File: src/rtl/lib_pkg.sv
// Shared fetch-path types and constants.
package lib_pkg;

  localparam logic [31:0] NOP_INSTR = 32'h0000_0013;
  localparam int          PC_W      = 32;

  typedef struct packed {
    logic [PC_W-1:0] pc;
    logic [31:0]     instr;
  } fetch_entry_t;

endpackage

File: src/rtl/fetch_queue.sv
// Synchronous FIFO with flush; head is the oldest entry, count is the occupancy.
module fetch_queue #(
  parameter int  DEPTH   = 2,
  parameter type entry_t = lib_pkg::fetch_entry_t
) (
  input  logic                         clk,
  input  logic                         rst_n,
  input  logic                         flush_i,
  input  logic                         push_i,
  input  entry_t                       push_data_i,
  input  logic                         pop_i,
  output entry_t                       head_o,
  output logic [$clog2(DEPTH+1)-1:0]   count_o
);

  localparam int AW = $clog2(DEPTH);
  localparam int CW = $clog2(DEPTH+1);

  entry_t          mem_q [DEPTH];
  logic [AW-1:0]   wr_ptr_q, rd_ptr_q;
  logic [CW-1:0]   count_q;
  logic            do_push, do_pop;

  assign do_push = push_i && (count_q != CW'(DEPTH));
  assign do_pop  = pop_i && (count_q != '0);

  // NOTE: sequential state is always assigned with <= so every flop samples pre-edge values.
  always_ff @(posedge clk or negedge rst_n) begin
    if (!rst_n) begin
      wr_ptr_q <= '0;
      rd_ptr_q <= '0;
      count_q  <= '0;
    end else if (flush_i) begin
      wr_ptr_q <= '0;
      rd_ptr_q <= '0;
      count_q  <= '0;
    end else begin
      if (do_push) wr_ptr_q <= wr_ptr_q + 1'b1;
      if (do_pop)  rd_ptr_q <= rd_ptr_q + 1'b1;
      case ({do_push, do_pop})
        2'b10:   count_q <= count_q + CW'(1);
        2'b01:   count_q <= count_q - CW'(1);
        default: count_q <= count_q;
      endcase
    end
  end

  // NOTE: storage is not reset; occupancy alone decides what is valid, so the array maps to plain RAM.
  always_ff @(posedge clk) begin
    if (do_push && !flush_i) mem_q[wr_ptr_q] <= push_data_i;
  end

  assign head_o  = mem_q[rd_ptr_q];
  assign count_o = count_q;

endmodule

File: src/rtl/fetch_unit.sv
// Instruction-fetch front end: PC, credit-limited memory requests, in-order
// response queue to decode, and redirect handling with stale-response discard.
module fetch_unit import lib_pkg::*; #(
  parameter int             XLEN     = 32,
  parameter logic [XLEN-1:0] RESET_PC = '0,
  parameter int             QDEPTH   = 2
) (
  input  logic            clk,
  input  logic            rst_n,
  output logic            imem_req_valid,
  input  logic            imem_req_ready,
  output logic [XLEN-1:0] imem_req_addr,
  input  logic            imem_resp_valid,
  input  logic [31:0]     imem_resp_data,
  input  logic            stall_f,
  input  logic            stall_d,
  input  logic            redirect,
  input  logic [XLEN-1:0] redirect_pc,
  output logic            if_valid,
  output logic [31:0]     if_instr,
  output logic [XLEN-1:0] if_pc
);

  localparam int          CW     = $clog2(QDEPTH+1);
  localparam logic [CW:0] CREDIT = (CW+1)'(QDEPTH);

  typedef logic [XLEN-1:0] addr_t;
  typedef struct packed {
    addr_t       pc;
    logic [31:0] instr;
  } entry_t;

  addr_t         pc_q, pc_d;
  logic [CW-1:0] inflight_q, inflight_d;
  logic [CW-1:0] drop_q, drop_d;
  logic [CW-1:0] q_count, a_count;
  entry_t        q_head, q_push_data;
  addr_t         a_head;
  logic          accept, resp, q_push, q_pop;

  // Credit counts both outstanding requests and queued entries, so every response has a slot.
  assign imem_req_valid = rst_n && !stall_f && !redirect &&
                          (({1'b0, inflight_q} + {1'b0, q_count}) < CREDIT);
  assign imem_req_addr  = pc_q;
  assign accept         = imem_req_valid && imem_req_ready;

  // A response with no recorded address is a leftover from before reset.
  assign resp        = imem_resp_valid && (a_count != '0);
  assign q_push      = resp && (drop_q == '0) && !redirect;
  assign q_pop       = if_valid && !stall_d && !redirect;
  assign q_push_data = '{pc: a_head, instr: imem_resp_data};

  // NOTE: every combinational output gets a default first so no path leaves it unassigned (no latch).
  always_comb begin
    pc_d       = pc_q;
    inflight_d = inflight_q + CW'(accept) - CW'(resp);
    drop_d     = drop_q;
    if (accept) pc_d = pc_q + addr_t'(4);
    if (resp && (drop_q != '0)) drop_d = drop_q - CW'(1);
    if (redirect) begin
      pc_d   = redirect_pc;
      drop_d = inflight_d;
    end
  end

  always_ff @(posedge clk or negedge rst_n) begin
    if (!rst_n) begin
      pc_q       <= RESET_PC;
      inflight_q <= '0;
      drop_q     <= '0;
    end else begin
      pc_q       <= pc_d;
      inflight_q <= inflight_d;
      drop_q     <= drop_d;
    end
  end

  fetch_queue #(.DEPTH(QDEPTH), .entry_t(entry_t)) u_instr_q (
    .clk         (clk),
    .rst_n       (rst_n),
    .flush_i     (redirect),
    .push_i      (q_push),
    .push_data_i (q_push_data),
    .pop_i       (q_pop),
    .head_o      (q_head),
    .count_o     (q_count)
  );

  // Addresses of outstanding requests; never flushed because stale responses still return.
  fetch_queue #(.DEPTH(QDEPTH), .entry_t(addr_t)) u_addr_q (
    .clk         (clk),
    .rst_n       (rst_n),
    .flush_i     (1'b0),
    .push_i      (accept),
    .push_data_i (pc_q),
    .pop_i       (resp),
    .head_o      (a_head),
    .count_o     (a_count)
  );

  always_comb begin
    if_valid = (q_count != '0);
    if_instr = NOP_INSTR;
    if_pc    = '0;
    if (if_valid) begin
      if_instr = q_head.instr;
      if_pc    = q_head.pc;
    end
  end

endmodule

File: config.mk
export PLATFORM = sky130hd
export DESIGN_NAME = fetch_unit
export DESIGN_NICKNAME = d
export VERILOG_FILES = /design/src/rtl/lib_pkg.sv /design/src/rtl/fetch_queue.sv /design/src/rtl/fetch_unit.sv
export SDC_FILE = /design/constraint.sdc
export NUM_CORES = 1
export LEC_CHECK = 0
export CORE_AREA = 3 3 160 131
export DETAILED_ROUTE_END_ITERATION = 8
export DIE_AREA = 0 0 163 134
export GPL_ROUTABILITY_DRIVEN = 0
export PLACE_DENSITY = 0.77
export SLEW_MARGIN = 40
export SYNTH_ARGS = -nofsm -noshare
export SYNTH_HDL_FRONTEND = slang
export SYNTH_SLANG_ARGS = --single-unit
File: constraint.sdc
create_clock -name clk -period 6.33 [get_ports clk]
set_input_delay 1.266 -clock clk [delete_from_list [all_inputs] [get_ports clk]]
set_output_delay 1.266 -clock clk [all_outputs]
set_load 0.005 [all_outputs]
==> results of run 1 <==
[synth_stat cells (5+ instances only)]
library cell / instances / share of area [%]
sky130_fd_sc_hd__edfxtp_1: 192 / 60
sky130_fd_sc_hd__mux2_2: 34 / 4.0
sky130_fd_sc_hd__mux2i_1: 67 / 6.9
sky130_fd_sc_hd__nand2_1: 40 / 1.5
sky130_fd_sc_hd__nor2_1: 84 / 3.3
sky130_fd_sc_hd__o311ai_0: 6 / 0.54
sky130_fd_sc_hd__dfrtp_1: 44 / 11
sky130_fd_sc_hd__o21ai_0: 26 / 1.3
sky130_fd_sc_hd__nor2b_1: 8 / 0.52
sky130_fd_sc_hd__nand4_1: 11 / 0.71
sky130_fd_sc_hd__ha_1: 5 / 0.65
sky130_fd_sc_hd__inv_1: 13 / 0.50
sky130_fd_sc_hd__a221o_1: 5 / 0.52
sky130_fd_sc_hd__xnor2_1: 8 / 0.72
sky130_fd_sc_hd__buf_2: 8 / 0.41
sky130_fd_sc_hd__nand3_1: 13 / 0.67
sky130_fd_sc_hd__a21oi_1: 6 / 0.31
sky130_fd_sc_hd__o211ai_1: 6 / 0.46
sky130_fd_sc_hd__clkbuf_1: 17 / 0.66
[layout make-up]
cell class	instances	share of cell area (%)
clock inverter	8	0.947
clock buffer	36	5.82
inverter	13	0.385
timing repair buffer	182	15.0
multi-input combinational	374	21.1
tap	264	2.60
sequential	236	54.2
[cell usage in the layout (no fill, tap or decap), types with 7 or more instances in the layout]
cell type,instances
sky130_fd_sc_hd__nand2_1,40
sky130_fd_sc_hd__o21ai_0,26
sky130_fd_sc_hd__edfxtp_1,192
sky130_fd_sc_hd__nor2_1,81
sky130_fd_sc_hd__xnor2_1,8
sky130_fd_sc_hd__clkbuf_16,26
sky130_fd_sc_hd__clkdlybuf4s50_1,166
sky130_fd_sc_hd__inv_1,13
sky130_fd_sc_hd__nand3_1,13
sky130_fd_sc_hd__mux2_2,34
sky130_fd_sc_hd__nand4_1,11
sky130_fd_sc_hd__nor2b_1,7
sky130_fd_sc_hd__dfrtp_1,43
sky130_fd_sc_hd__mux2i_1,67
[layer usage]
| layer | share of wire [%] | GRT usage, % |
|---|---|---|
| met1 | 41 | 25.6 |
| met2 | 49 | 32.0 |
| met3 | 7.1 | 3.92 |
| met4 | 3.1 | 5.87 |
| met5 | 0 | 0 |
[where the power goes]
part | switching, mW | internal [mW] | total [mW]
clock network | 0.560 | 0.928 | 1.49
registers | 0.123 | 1.85 | 1.97
logic | 0.283 | 0.329 | 0.613
[kinds of logic after synthesis]
group | Yosys count | synth area share, %
AND/OR/NAND/NOR | 186 | 9.65
flip-flops | 236 | 70.9
multiplexers | 101 | 10.9
AO/OA/AOI/OAI | 69 | 4.76
adder cells (fa/ha/maj) | 6 | 0.852
buffers and inverters | 43 | 1.91
XOR/XNOR | 12 | 1.08
[worst register-to-register path: cells and delay by family, from the launching register on]
family	cells	cell delay [ps]
AND/OR/NAND/NOR	4	1030
AO/OA/AOI/OAI	1	90
adder cells (fa/ha/maj)	3	1060
XOR/XNOR	2	340
flip-flops	1	460
buffers and inverters	2	500
[registers in the layout (all words and copies together), names as in the netlist]
name and cells:
u_instr_q.mem_q 128, u_addr_q.mem_q 64, imem_req_addr 32, drop_q 2, inflight_q 2, u_addr_q.count_o 2
u_instr_q.count_o 2, u_addr_q.rd_ptr_q 1, u_addr_q.wr_ptr_q 1, u_instr_q.rd_ptr_q 1, u_instr_q.wr_ptr_q 1
[through the flow]
step	instances	cell area, µm²
after floorplan	653	9690
after global placement	1061	11600
after detailed placement	1068	11800
after CTS	1112	12700
after global routing	1113	12700
final	1113	12700
[path summary, 6_finish.rpt]
check | startpoint | end | slack (ps)
max in group asynchronous | rst_n | u_instr_q.rd_ptr_q | 5030
min reg2reg | imem_req_addr[1] | u_addr_q.mem_q[1][1] | 520
min | imem_req_addr[1] | u_addr_q.mem_q[1][1] | 520
max | rst_n | imem_req_valid | 2500
max reg2reg | u_instr_q.count_o[0] | drop_q[1] | 2780
min in group asynchronous | rst_n | u_addr_q.wr_ptr_q | 840
==> impl_metrics.json, run 1 <==
{
  "outcome": "finished clean",
  "grt_pass1_vias": 6232,
  "cts-root-buf": "sky130_fd_sc_hd__clkbuf_16",
  "clkSinkCount": 236,
  "worst_slew_margin_rel_pct": 49.1,
  "die_y_um": 134,
  "core_area_um2": 19600,
  "synthToLayoutAreaGrowth_pct": 30.9,
  "grt_first_pass_wirelength_mm": 33.3,
  "cap_violations": 0,
  "drt-total-wl_mm": 21.1,
  "synth-seq-cells": 236,
  "critical-path-top-delay-family": "buffers and inverters",
  "rsz0062_at_grt": "false",
  "worst_setup_path_end_kind": "output port",
  "detailedPlace.worstSlack_ps": 1810,
  "pin_count_of_the_biggest_net_entering_global_routing": 54,
  "worst_r2r_path_depth": 12,
  "number_of_antenna_violations_at_the_first_check_in_global_routing": 0,
  "syn_nets": 730,
  "slowest_delay_ps": 500,
  "cts-buffers-inserted": 24,
  "finalHoldViolCount": 0,
  "crit_cells": 4,
  "irDropWorstVdd_mv": 0.172,
  "post-cts-setup-buffer-count": 0,
  "finalSetupViolations": 0,
  "cts_max_path_buffers": 3,
  "grt_util_all_layers_pct": 19.2,
  "horiz_die_dim_um": 163,
  "final.min_clock_period_ps": 3830,
  "netlist_instances": 653,
  "cts-resized-gates": 0,
  "antenna_diode_count": 0,
  "portBuffers": 168,
  "power.density_cell_area_nw_per_um2": 321,
  "die_area_um2": 21800,
  "synth-seq-area-share_pct": 70.9,
  "first_iter_violations": 441,
  "slew_violations": 0,
  "critical_path_peak_fanout": 46,
  "final-seq-area_um2": 6870,
  "power.total_mw": 4.07,
  "vias": 6150,
  "edff_count_synth": 192,
  "finish.net_count": 908,
  "drt-wirelength-per-cell_um": 19.0,
  "postCtsHoldBufs": 0,
  "worst_skew_pair.late_latency_ps": 510,
  "tritoncts": "done",
  "clkTransAtPathRegs_ps": 60,
  "ys_warn_count": 0,
  "synth-main-ff-cell": "sky130_fd_sc_hd__edfxtp_1",
  "count_of_cells_along_the_worst_hold_path": 0,
  "globalRoute.totalOverflow": 0,
  "setup_ws_ps": 2500,
  "finalHoldWorstSlack_ps": 521,
  "htree_depth": 1,
  "hp_class": "register to register",
  "combined_buffer_and_inverter_count_along_the_critical_path": 3,
  "timing.setup.critical_path_class": "primary input to output port",
  "route.detailed.vias_per_inst": 5.53,
  "mappedNetlistArea_um2": 9690,
  "area_used_by_multi_input_combinational_logic_um2": 2670,
  "period_utilisation_layout_pct": 60.5,
  "fin_worst_skew_ps": 9.99,
  "io_pins": 169,
  "rows": 46,
  "crit_required_ps": 5060,
  "asyncSetResetFlopFracSynth_pct": 18.6,
  "synth_cell_type_count": 50,
  "setup-tns-final_ps": 0,
  "route.detailed.drc": 0,
  "post_synth.cell_area_avg_um2": 14.8,
  "crit_path_top_delay_cell": "sky130_fd_sc_hd__clkdlybuf4s50_1",
  "crit_arrival_ps": 2560,
  "fill_cells": 1380,
  "finish.utilization_pct": 64.8,
  "antenna_violating_nets_post_route": 0,
  "hpwl_mm": 14.1,
  "first_pass_iteration_count_of_the_detailed_router": 5,
  "crit_path_cell_trace": "buf_2, buf_4, and3_1, clkdlybuf4s50_1",
  "final_layout_size_suffix_gt1_share_pct": 12.5,
  "achievable-frequency_mhz": 261,
  "startpoint_type": "primary input",
  "start_util_pct": 49.5,
  "leakage_nw": 4.33,
  "worst_pin_slew_ps": 763
}
(Power assumes the default switching activity.)
==> inputs of run 2 (changes only) <==
==> constraint.sdc (replaced) <==
create_clock -name clk -period 3.7 [get_ports clk]
set_input_delay 0.74 -clock clk [delete_from_list [all_inputs] [get_ports clk]]
set_output_delay 0.74 -clock clk [all_outputs]
set_load 0.005 [all_outputs]
==> impl_metrics.json, run 2 (synthesis gave the netlist of run 1 again) <==
{
  "outcome": "finished clean",
  "finalHoldWorstSlack_ps": 358,
  "ff2ff_setup_slack_ps": 790,
  "hpwl_mm": 14.3,
  "synthToLayoutAreaGrowth_pct": 28.6,
  "io_pins": 169,
  "drt-wirelength-per-cell_um": 19.7,
  "clkTransAtPathRegs_ps": 60,
  "post-place-cells": 1069,
  "crit_required_ps": 2960,
  "cts-buffers-inserted": 24,
  "tritoncts": "done",
  "cap_violations": 0,
  "period_utilisation_layout_pct": 89.6,
  "finish.net_count": 908,
  "vias": 6069,
  "finalSetupViolations": 0,
  "timing.setup.critical_path_class": "register to output port",
  "layout.cells.most_common": "sky130_fd_sc_hd__edfxtp_1",
  "instances_no_fill": 1113,
  "rsz0062_at_grt": "false",
  "r2r_start": "u_instr_q.count_o[0]",
  "commonest_non_fill_non_tap_cells_in_the_layout": "192 x sky130_fd_sc_hd__edfxtp_1, 166 x sky130_fd_sc_hd__clkdlybuf4s50_1, 81 x sky130_fd_sc_hd__nor2_1",
  "die_area_um2": 21800,
  "grt_pass1_vias": 6259,
  "drt-total-wl_mm": 21.9,
  "achievable-frequency_mhz": 302,
  "worst_setup_path_end_kind": "output port",
  "worst_slew_margin_rel_pct": 53.5,
  "cts-resized-gates": 0,
  "cts_max_path_buffers": 3,
  "post-cts-setup-buffer-count": 0,
  "core_area_um2": 19600,
  "antenna_diode_count": 0,
  "globalRoute.totalOverflow": 0,
  "largest_register_ffs": 128,
  "clkSinkCount": 236,
  "grt_util_all_layers_pct": 19.6,
  "power.clock.fraction_pct": 33.9,
  "power.internal_mw": 5.01,
  "die_y_um": 134,
  "worst_r2r_path_depth": 13,
  "slew_violations": 0,
  "first_iter_violations": 431,
  "pin_count_of_the_biggest_net_entering_global_routing": 66,
  "share_comb_of_total_power_pct": 15.9,
  "fin_worst_skew_ps": 8.52,
  "hp_class": "primary input to asynchronous set/reset pin",
  "power.share.switching_pct": 24.8,
  "power.total_mw": 6.66,
  "power_frac_seq_pct": 50.3,
  "final.min_clock_period_ps": 3320,
  "largest-register": "u_instr_q.mem_q",
  "start_util_pct": 49.5,
  "route.detailed.drc": 0,
  "route.detailed.vias_per_inst": 5.45,
  "first_pass_iteration_count_of_the_detailed_router": 5,
  "p_switching_mw": 1.65,
  "final_layout_size_suffix_gt1_share_pct": 12.0,
  "leakage_nw": 4.24,
  "portBuffers": 168,
  "htree_depth": 1,
  "horiz_die_dim_um": 163,
  "startpoint_type": "register",
  "number_of_antenna_violations_at_the_first_check_in_global_routing": 0,
  "grt_first_pass_wirelength_mm": 33.8,
  "rows": 46,
  "cts-root-buf": "sky130_fd_sc_hd__clkbuf_16",
  "worstReg2RegEnd": "drop_q[1]",
  "antenna_violating_nets_post_route": 0,
  "finalHoldViolCount": 0,
  "crit_arrival_ps": 2580,
  "worst_skew_pair.late_latency_ps": 500,
  "worst_setup_path_startpoint": "u_instr_q.rd_ptr_q",
  "setup-tns-final_ps": 0,
  "worst_pin_slew_ps": 697,
  "irDropWorstVdd_mv": 0.383,
  "worstSetupEndpoint": "if_pc[3]",
  "power.density_cell_area_nw_per_um2": 534,
  "postCtsHoldBufs": 0,
  "critical_path_peak_fanout": 35
}
run 2: routing by layer:
| metal | GRT usage (%) | routed length [µm] |
|---|---|---|
| met4 | 4.74 | 463 |
| met1 | 27.1 | 9290 |
| met3 | 3.43 | 1450 |
| met2 | 32.9 | 10700 |
| met5 | 0 | 0 |
run 2: power by group through the flow:
stage               sequential, mW  clock [mW]  combinational, mW
finish                        3.35        2.26               1.06
global route                  3.37        2.38               1.15
CTS                           3.35        2.29               1.07
detailed placement            3.40           0               1.06
global placement              3.38           0               1.01
floorplan                     3.33           0              0.636
run 2: through the flow:
step / area (µm²) / worst slack [ps] / util (%)
3_3_place_gp: 11700 / 744 / 59.9
6_report: 12500 / 384 / 63.7
4_1_cts: 12500 / 354 / 63.7
2_1_floorplan: 9690 / 142 / -
3_5_place_dp: 11700 / 613 / 59.9
5_1_grt: 12500 / 291 / 63.7
run 2: worst max-delay path: stages, from the launching register on:
cell and delay, ps:
sky130_fd_sc_hd__dfrtp_4 830, sky130_fd_sc_hd__buf_4 290, sky130_fd_sc_hd__mux2i_1 90, sky130_fd_sc_hd__nor2_1 280
sky130_fd_sc_hd__clkdlybuf4s50_1 580
run 2: final cells by class:
cell class                      count  area [µm²]
Inverter                           13        48.8
Timing Repair Buffer              182        1800
Clock inverter                     15        97.6
Clock buffer                       29         641
Fill cell                        1422        7110
Sequential cell                   236        6870
Multi-Input combinational cell    374        2670
Tap cell                          264         330
run 2: worst min-delay path by stage:
stage	cells past startpoint	slack (ps)	endpoint	from
3_5_place_dp	1	480	u_addr_q.rd_ptr_q	u_addr_q.rd_ptr_q
3_3_place_gp	1	460	u_addr_q.rd_ptr_q	u_addr_q.rd_ptr_q
6_report	2	360	drop_q[0]	rst_n
4_1_cts	2	370	imem_req_addr[2]	rst_n
2_1_floorplan	0	440	drop_q[0]	rst_n
5_1_grt	2	410	drop_q[0]	rst_n
